### config.mk
export PLATFORM = sky130hd
export DESIGN_NAME = core_mem_scheduler
export DESIGN_NICKNAME = d
export VERILOG_FILES = /design/src/rtl/core_mem_scheduler_pkg.sv /design/src/rtl/core_mem_scheduler_rr_arbiter.sv /design/src/rtl/core_mem_scheduler.sv
export SDC_FILE = /design/constraint.sdc
export NUM_CORES = 1
export LEC_CHECK = 0
export ABC_AREA = 1
export CORE_MARGIN = 1
export CORE_UTILIZATION = 44
export DETAILED_ROUTE_END_ITERATION = 8
export GPL_ROUTABILITY_DRIVEN = 0
export PLACE_DENSITY = 0.81
export SETUP_SLACK_MARGIN = 0.5
export SYNTH_ARGS = -nofsm -noshare
export SYNTH_HDL_FRONTEND = slang
export SYNTH_SLANG_ARGS = --single-unit
export TNS_END_PERCENT = 30
### constraint.sdc
create_clock -name clk -period 2.7 [get_ports clk]
set_input_delay 0.54 -clock clk [delete_from_list [all_inputs] [get_ports clk]]
set_output_delay 0.54 -clock clk [all_outputs]
set_load 0.02 [all_outputs]
### src/rtl/core_mem_scheduler_pkg.sv
// Shared encodings for the core cluster scheduler: per-core status codes and FSM states.
// Latency: n/a (types only). Backpressure: n/a.
// Imported by core_mem_scheduler and the testbench.
package core_mem_sched_pkg;

    localparam logic [1:0] ST_HOLD  = 2'b00;
    localparam logic [1:0] ST_RUN   = 2'b01;
    localparam logic [1:0] ST_STALL = 2'b10;
    localparam logic [1:0] ST_FIN   = 2'b11;

    typedef enum logic [1:0] {
        IDLE  = 2'd0,
        RUN   = 2'd1,
        DRAIN = 2'd2,
        DONE  = 2'd3
    } sched_state_t;

endpackage

### src/rtl/core_mem_scheduler_rr_arbiter.sv
// Round-robin arbiter: first requester at or after pointer, wrapping modulo N.
// Latency: purely combinational. Backpressure: none; the pointer register lives in the parent.
module rr_arbiter #(
    parameter int N  = 4,
    parameter int IW = $clog2(N)
) (
    input  logic [N-1:0]  req,
    input  logic [IW-1:0] pointer,
    output logic [N-1:0]  grant,
    output logic [IW-1:0] grant_idx,
    output logic          grant_vld
);

    int idx;

    always_comb begin
        grant     = '0;
        grant_idx = '0;
        grant_vld = 1'b0;
        idx       = 0;
        for (int k = 0; k < N; k++) begin
            idx = int'(pointer) + k;
            if (idx >= N) idx = idx - N;
            if (!grant_vld && req[idx]) begin
                grant_vld  = 1'b1;
                grant_idx  = IW'(idx);
                grant[idx] = 1'b1;
            end
        end
    end

endmodule

### src/rtl/core_mem_scheduler.sv
// Sequences NUM_CORES cores and round-robin arbitrates their writes onto one shared data memory.
// Latency: granted write appears on dm_* one cycle after the request; status updates one cycle after its cause.
// Backpressure: losing requesters see STALL and must hold request/addr/data; CORE_MEM_SCHED_STATS_EN adds wr_count.
module core_mem_scheduler
    import core_mem_sched_pkg::*;
#(
    parameter int NUM_CORES = 4,
    parameter int AW        = 16,
    parameter int DW        = 16
) (
    input  logic                    clk,
    input  logic                    rst_n,
    input  logic                    start,
    input  logic [NUM_CORES-1:0]    core_wr_req,
    input  logic [NUM_CORES*AW-1:0] core_addr,
    input  logic [NUM_CORES*DW-1:0] core_wdata,
    input  logic [NUM_CORES-1:0]    core_end,
    output logic [NUM_CORES*2-1:0]  core_status,
`ifdef CORE_MEM_SCHED_STATS_EN
    output logic [NUM_CORES*16-1:0] wr_count,
`endif
    output logic                    dm_we,
    output logic [AW-1:0]           dm_addr,
    output logic [DW-1:0]           dm_wdata,
    output logic                    busy,
    output logic                    done
);

    localparam int IW = $clog2(NUM_CORES);

    sched_state_t                  state_q, state_nxt;
    logic [NUM_CORES-1:0]          fin_q, fin_nxt;
    logic [NUM_CORES-1:0][1:0]     status_q, status_nxt;
    logic [IW-1:0]                 ptr_q;

    logic [NUM_CORES-1:0]          arb_req;
    logic [NUM_CORES-1:0]          grant;
    logic [IW-1:0]                 grant_idx;
    logic                          grant_vld;
    logic                          launch;

    logic [NUM_CORES-1:0][AW-1:0]  addr_arr;
    logic [NUM_CORES-1:0][DW-1:0]  data_arr;

    assign addr_arr    = core_addr;
    assign data_arr    = core_wdata;
    assign core_status = status_q;

    // Finished cores are invisible to the arbiter; outside RUN nobody is eligible.
    assign arb_req = (state_q == RUN) ? (core_wr_req & ~fin_q) : '0;
    assign launch  = start && ((state_q == IDLE) || (state_q == DONE));

    rr_arbiter #(
        .N  (NUM_CORES),
        .IW (IW)
    ) u_arb (
        .req       (arb_req),
        .pointer   (ptr_q),
        .grant     (grant),
        .grant_idx (grant_idx),
        .grant_vld (grant_vld)
    );

    always_comb begin
        state_nxt  = state_q;
        fin_nxt    = fin_q;
        status_nxt = status_q;
        unique case (state_q)
            IDLE, DONE: begin
                if (launch) begin
                    state_nxt  = RUN;
                    fin_nxt    = '0;
                    status_nxt = {NUM_CORES{ST_RUN}};
                end
            end
            RUN: begin
                fin_nxt = fin_q | core_end;
                for (int i = 0; i < NUM_CORES; i++) begin
                    // A core ending while losing arbitration drops its write and goes straight to FIN.
                    if (fin_nxt[i])
                        status_nxt[i] = ST_FIN;
                    else if (core_wr_req[i] && !grant[i])
                        status_nxt[i] = ST_STALL;
                    else
                        status_nxt[i] = ST_RUN;
                end
                if (&fin_nxt) state_nxt = DRAIN;
            end
            DRAIN: state_nxt = DONE;
            default: state_nxt = IDLE;
        endcase
    end

    always_ff @(posedge clk) begin
        if (!rst_n) begin
            state_q  <= IDLE;
            fin_q    <= '0;
            status_q <= {NUM_CORES{ST_HOLD}};
            busy     <= 1'b0;
            done     <= 1'b0;
        end else begin
            state_q  <= state_nxt;
            fin_q    <= fin_nxt;
            status_q <= status_nxt;
            busy     <= (state_nxt == RUN) || (state_nxt == DRAIN);
            done     <= (state_nxt == DONE);
        end
    end

    always_ff @(posedge clk) begin
        if (!rst_n) begin
            dm_we    <= 1'b0;
            dm_addr  <= '0;
            dm_wdata <= '0;
            ptr_q    <= '0;
        end else begin
            dm_we <= grant_vld;
            if (grant_vld) begin
                dm_addr  <= addr_arr[grant_idx];
                dm_wdata <= data_arr[grant_idx];
                ptr_q    <= (grant_idx == IW'(NUM_CORES - 1)) ? '0 : grant_idx + IW'(1);
            end
        end
    end

`ifdef CORE_MEM_SCHED_STATS_EN
    logic [NUM_CORES-1:0][15:0] cnt_q;

    always_ff @(posedge clk) begin
        if (!rst_n || launch) begin
            cnt_q <= '0;
        end else begin
            for (int i = 0; i < NUM_CORES; i++) begin
                if (grant[i] && (cnt_q[i] != 16'hFFFF))
                    cnt_q[i] <= cnt_q[i] + 16'd1;
            end
        end
    end

    assign wr_count = cnt_q;
`endif

endmodule
==> metrics.csv <==
stage;metric;value;unit
power;P per Cell Area;1350;nW/um^2
clocking;CTS Buf Count;5;
timing;final period utilization;0.834;
status;status;completed;
timing;crit path time final;2.25;ns
finish;layout cells sized above 1;0.115;
global_route;initial antenna violation count;0;
clocking;Skew-Pair Late Insertion Delay;0.31;ns
placement;hpwl dp;10200;um
finish;ANT cells;0;
drt;Via Count;5322;
placement;IO buf count;181;
timing;Hold Violations, Final;0;
yosys;Post-synth top flop;dfxtp_1;
worst_setup_path;CP arrival;2.52;ns
clocking;H-Tree Level Count;2;
drt;first drt pass iteration count;4;
global_route;Global Route Usage Sum;0.270;
yosys;Post-Syn Area;4280;sq um
worst_hold_path;Worst Hold Class;reg -> reg;
die;Die ar.;10100;sq um
worst_setup_path;CP endpoint;dm_addr[2];
timing;RSZ-0062 raised after global routing;true;
drt;Final ANT Viol Nets;0;
die;I/O Pins;182;
timing;Max Transition Viols Final;0;
clocking;Bufs on Longest Clock Path;2;
clocking;CTS clk-pin slew, worst paths;0.10;ns
drt;WL/cell;14.5;um
drt;# DRC;0;
yosys;library cells used by synthesis;32;
drt;DRT Wirelength;15100;um
timing;Worst-Margin Slew;0.374;ns
clocking;Sink Count;51;
finish;area delta synth->final;60.8;%
finish;Nets;1066;
drt;Initial DRC Count;266;
placement;placed cells;1016;
yosys;Async SR Flop Fraction;0;
timing;Clock Skew;0.00575;ns
worst_setup_path;worst path required time;2.97;ns
yosys;sequential area share after synthesis;0.239;
yosys;Post-Synthesis Cells;730;
timing;slew margin rel.;0.749;
die;Die W;101;um
yosys;Post-synth EDFFs;0;
power;VDD IR max;0.000868;V
timing;Setup violations, final;0;
die;core box area;9330;sq um
finish;Fill cells;721;
die;DIE HEIGHT;101;um
die;Initial Util;0.459;
global_route;first-pass GRT wire length;22000;um
placement;Placement Cell Area;6210;sq um
worst_setup_path;critical path class;reg -> reg;
drt;DR vias/cell;5.09;
finish;final std cell area, no fill;6880;sq um
yosys;Mean Syn Cell Area;5.86;sq um
yosys;syn_nets;880;
finish;final non-filler cell total;1046;
timing;FMAX;0.444;GHz
worst_setup_path;Reg2Reg Capture Point;dm_addr[2];
yosys;#FFs+latches synth;51;
worst_setup_path;crit path launch type;register;
global_route;gr ovfl total;0;
yosys;synth warn;0;
clocking;hold_buf cts;0;
worst_setup_path;reg2reg setup slack;0.45;ns
worst_setup_path;reg2reg path depth;17;
worst_setup_path;Worst Setup SP;state_q[1];
power;Pleak;3.57;nW
global_route;via count of the first global-routing pass;4783;
clocking;CTS Root Cell;clkbuf_8;
worst_setup_path;worst-path fanout max;8;
die;row count;35;
worst_setup_path;Worst R2R Start;state_q[1];
global_route;largest net degree at the start of global routing;38;
clocking;TritonCTS clock tree;done;
worst_setup_path;Critical Path End Type;register;
flow_run;max_cap viols;0;
critical path: stages (launching register included):
cell,delay (ns)
dfxtp_2,0.35
inv_2,0.05
ha_4,0.18
buf_4,0.14
nand2_1,0.05
nor2_1,0.04
nand2_1,0.11
nand3_1,0.13
nand2_2,0.15
nand4_4,0.17
buf_12,0.17
a21oi_4,0.13
buf_12,0.14
buf_12,0.13
nand3_1,0.08
nand3_1,0.08
nand2_1,0.06
inv_1,0.06
worst min-delay path by stage:
stage | from | endpoint | slack, ns | cells after the start
floorplan | fin_q[0] | fin_q[0] | 0.47 | 2
global placement | core_status[5] | core_status[5] | 0.47 | 2
detailed placement | core_status[5] | core_status[5] | 0.47 | 2
CTS | core_status[5] | core_status[5] | 0.49 | 2
global route | core_status[5] | core_status[5] | 0.51 | 2
finish | core_status[5] | core_status[5] | 0.49 | 2
Yosys cell counts (4+ instances only):
cell type	n	share of area
a21oi_1	12	0.014
buf_4	5	0.0088
nand3b_1	33	0.058
nand3_2	4	0.0094
buf_6	10	0.026
nand2_1	158	0.14
nand3_1	150	0.18
dfxtp_1	51	0.24
clkbuf_1	5	0.0044
buf_2	22	0.026
nand2_2	7	0.010
ha_1	11	0.032
o21ai_0	4	0.0047
inv_1	152	0.13
nor2_1	77	0.068
per-layer routing:
| metal | GRT usage | part of all wire |
|---|---|---|
| met4 | 0.118 | 0.036 |
| met1 | 0.325 | 0.39 |
| met2 | 0.467 | 0.50 |
| met5 | 0 | 0 |
| met3 | 0.0534 | 0.077 |
metrics by stage:
stage               hold slack [ns]  TNS [ns]  setup slack (ns)  utilization  power (mW)
floorplan                     0.467         0             0.551            -        5.43
finish                        0.485         0             0.447        0.738        9.26
global placement              0.466         0            0.0244        0.666        7.01
detailed placement            0.467   -0.0363           -0.0215        0.666        7.15
global route                  0.507         0             0.292        0.738        9.96
CTS                           0.488         0             0.464        0.700        8.09
sequential cells by signal (all words and copies together), names as in the netlist:
signal and cells:
fin_q 4, core_status 8, state_q 2, ptr_q 2, busy 1, dm_wdata 16
dm_we 1, done 1, dm_addr 16
layout make-up:
type	instances	area [sq um]	share of cell area
Inverter	156	592	0.0860
Clock buffer	7	96.3	0.0140
Timing Repair Buffer	221	2410	0.351
Tap cell	129	161	0.0235
Clock inverter	1	7.51	0.00109
Sequential cell	51	1030	0.150
Multi-Input combinational cell	481	2580	0.375
power by group:
| part | leakage (nW) | switching, mW | internal (mW) |
|---|---|---|---|
| combinational | 3.10 | 4.19 | 3.40 |
| sequential | 0.425 | 0.137 | 1.03 |
| clock | 0.0505 | 0.279 | 0.234 |
cell usage in the layout (no fill, tap or decap), types with 9 or more instances in the layout:
master and count:
nand3_1 140, nor2_1 75, nand3b_1 33, a21oi_1 12
inv_1 149, nand2_1 148, buf_12 12, buf_4 17
nand3_2 12, ha_1 9, dfxtp_1 47, nand2_2 9
clkdlybuf4s50_1 177
what timing repair did:
| item | in CTS | in global routing |
|---|---|---|
| gates resized for setup | 28 | 32 |
| setup endpoints to repair | 36 | 39 |
| buffers inserted | 11 | 3 |
| pin swaps | 5 | 10 |
| cloned | 1 | 7 |
logic make-up (layout without fill, tap and decap cells):
group | after synthesis | in the layout | share of synthesized area
compound gates | 27 | 27 | 0.0380
fa+ha+maj | 11 | 11 | 0.0322
buf+inv | 198 | 385 | 0.203
flops | 51 | 51 | 0.239
simple gates | 443 | 443 | 0.488
Note: power is estimated with default switching activity, not from simulation.
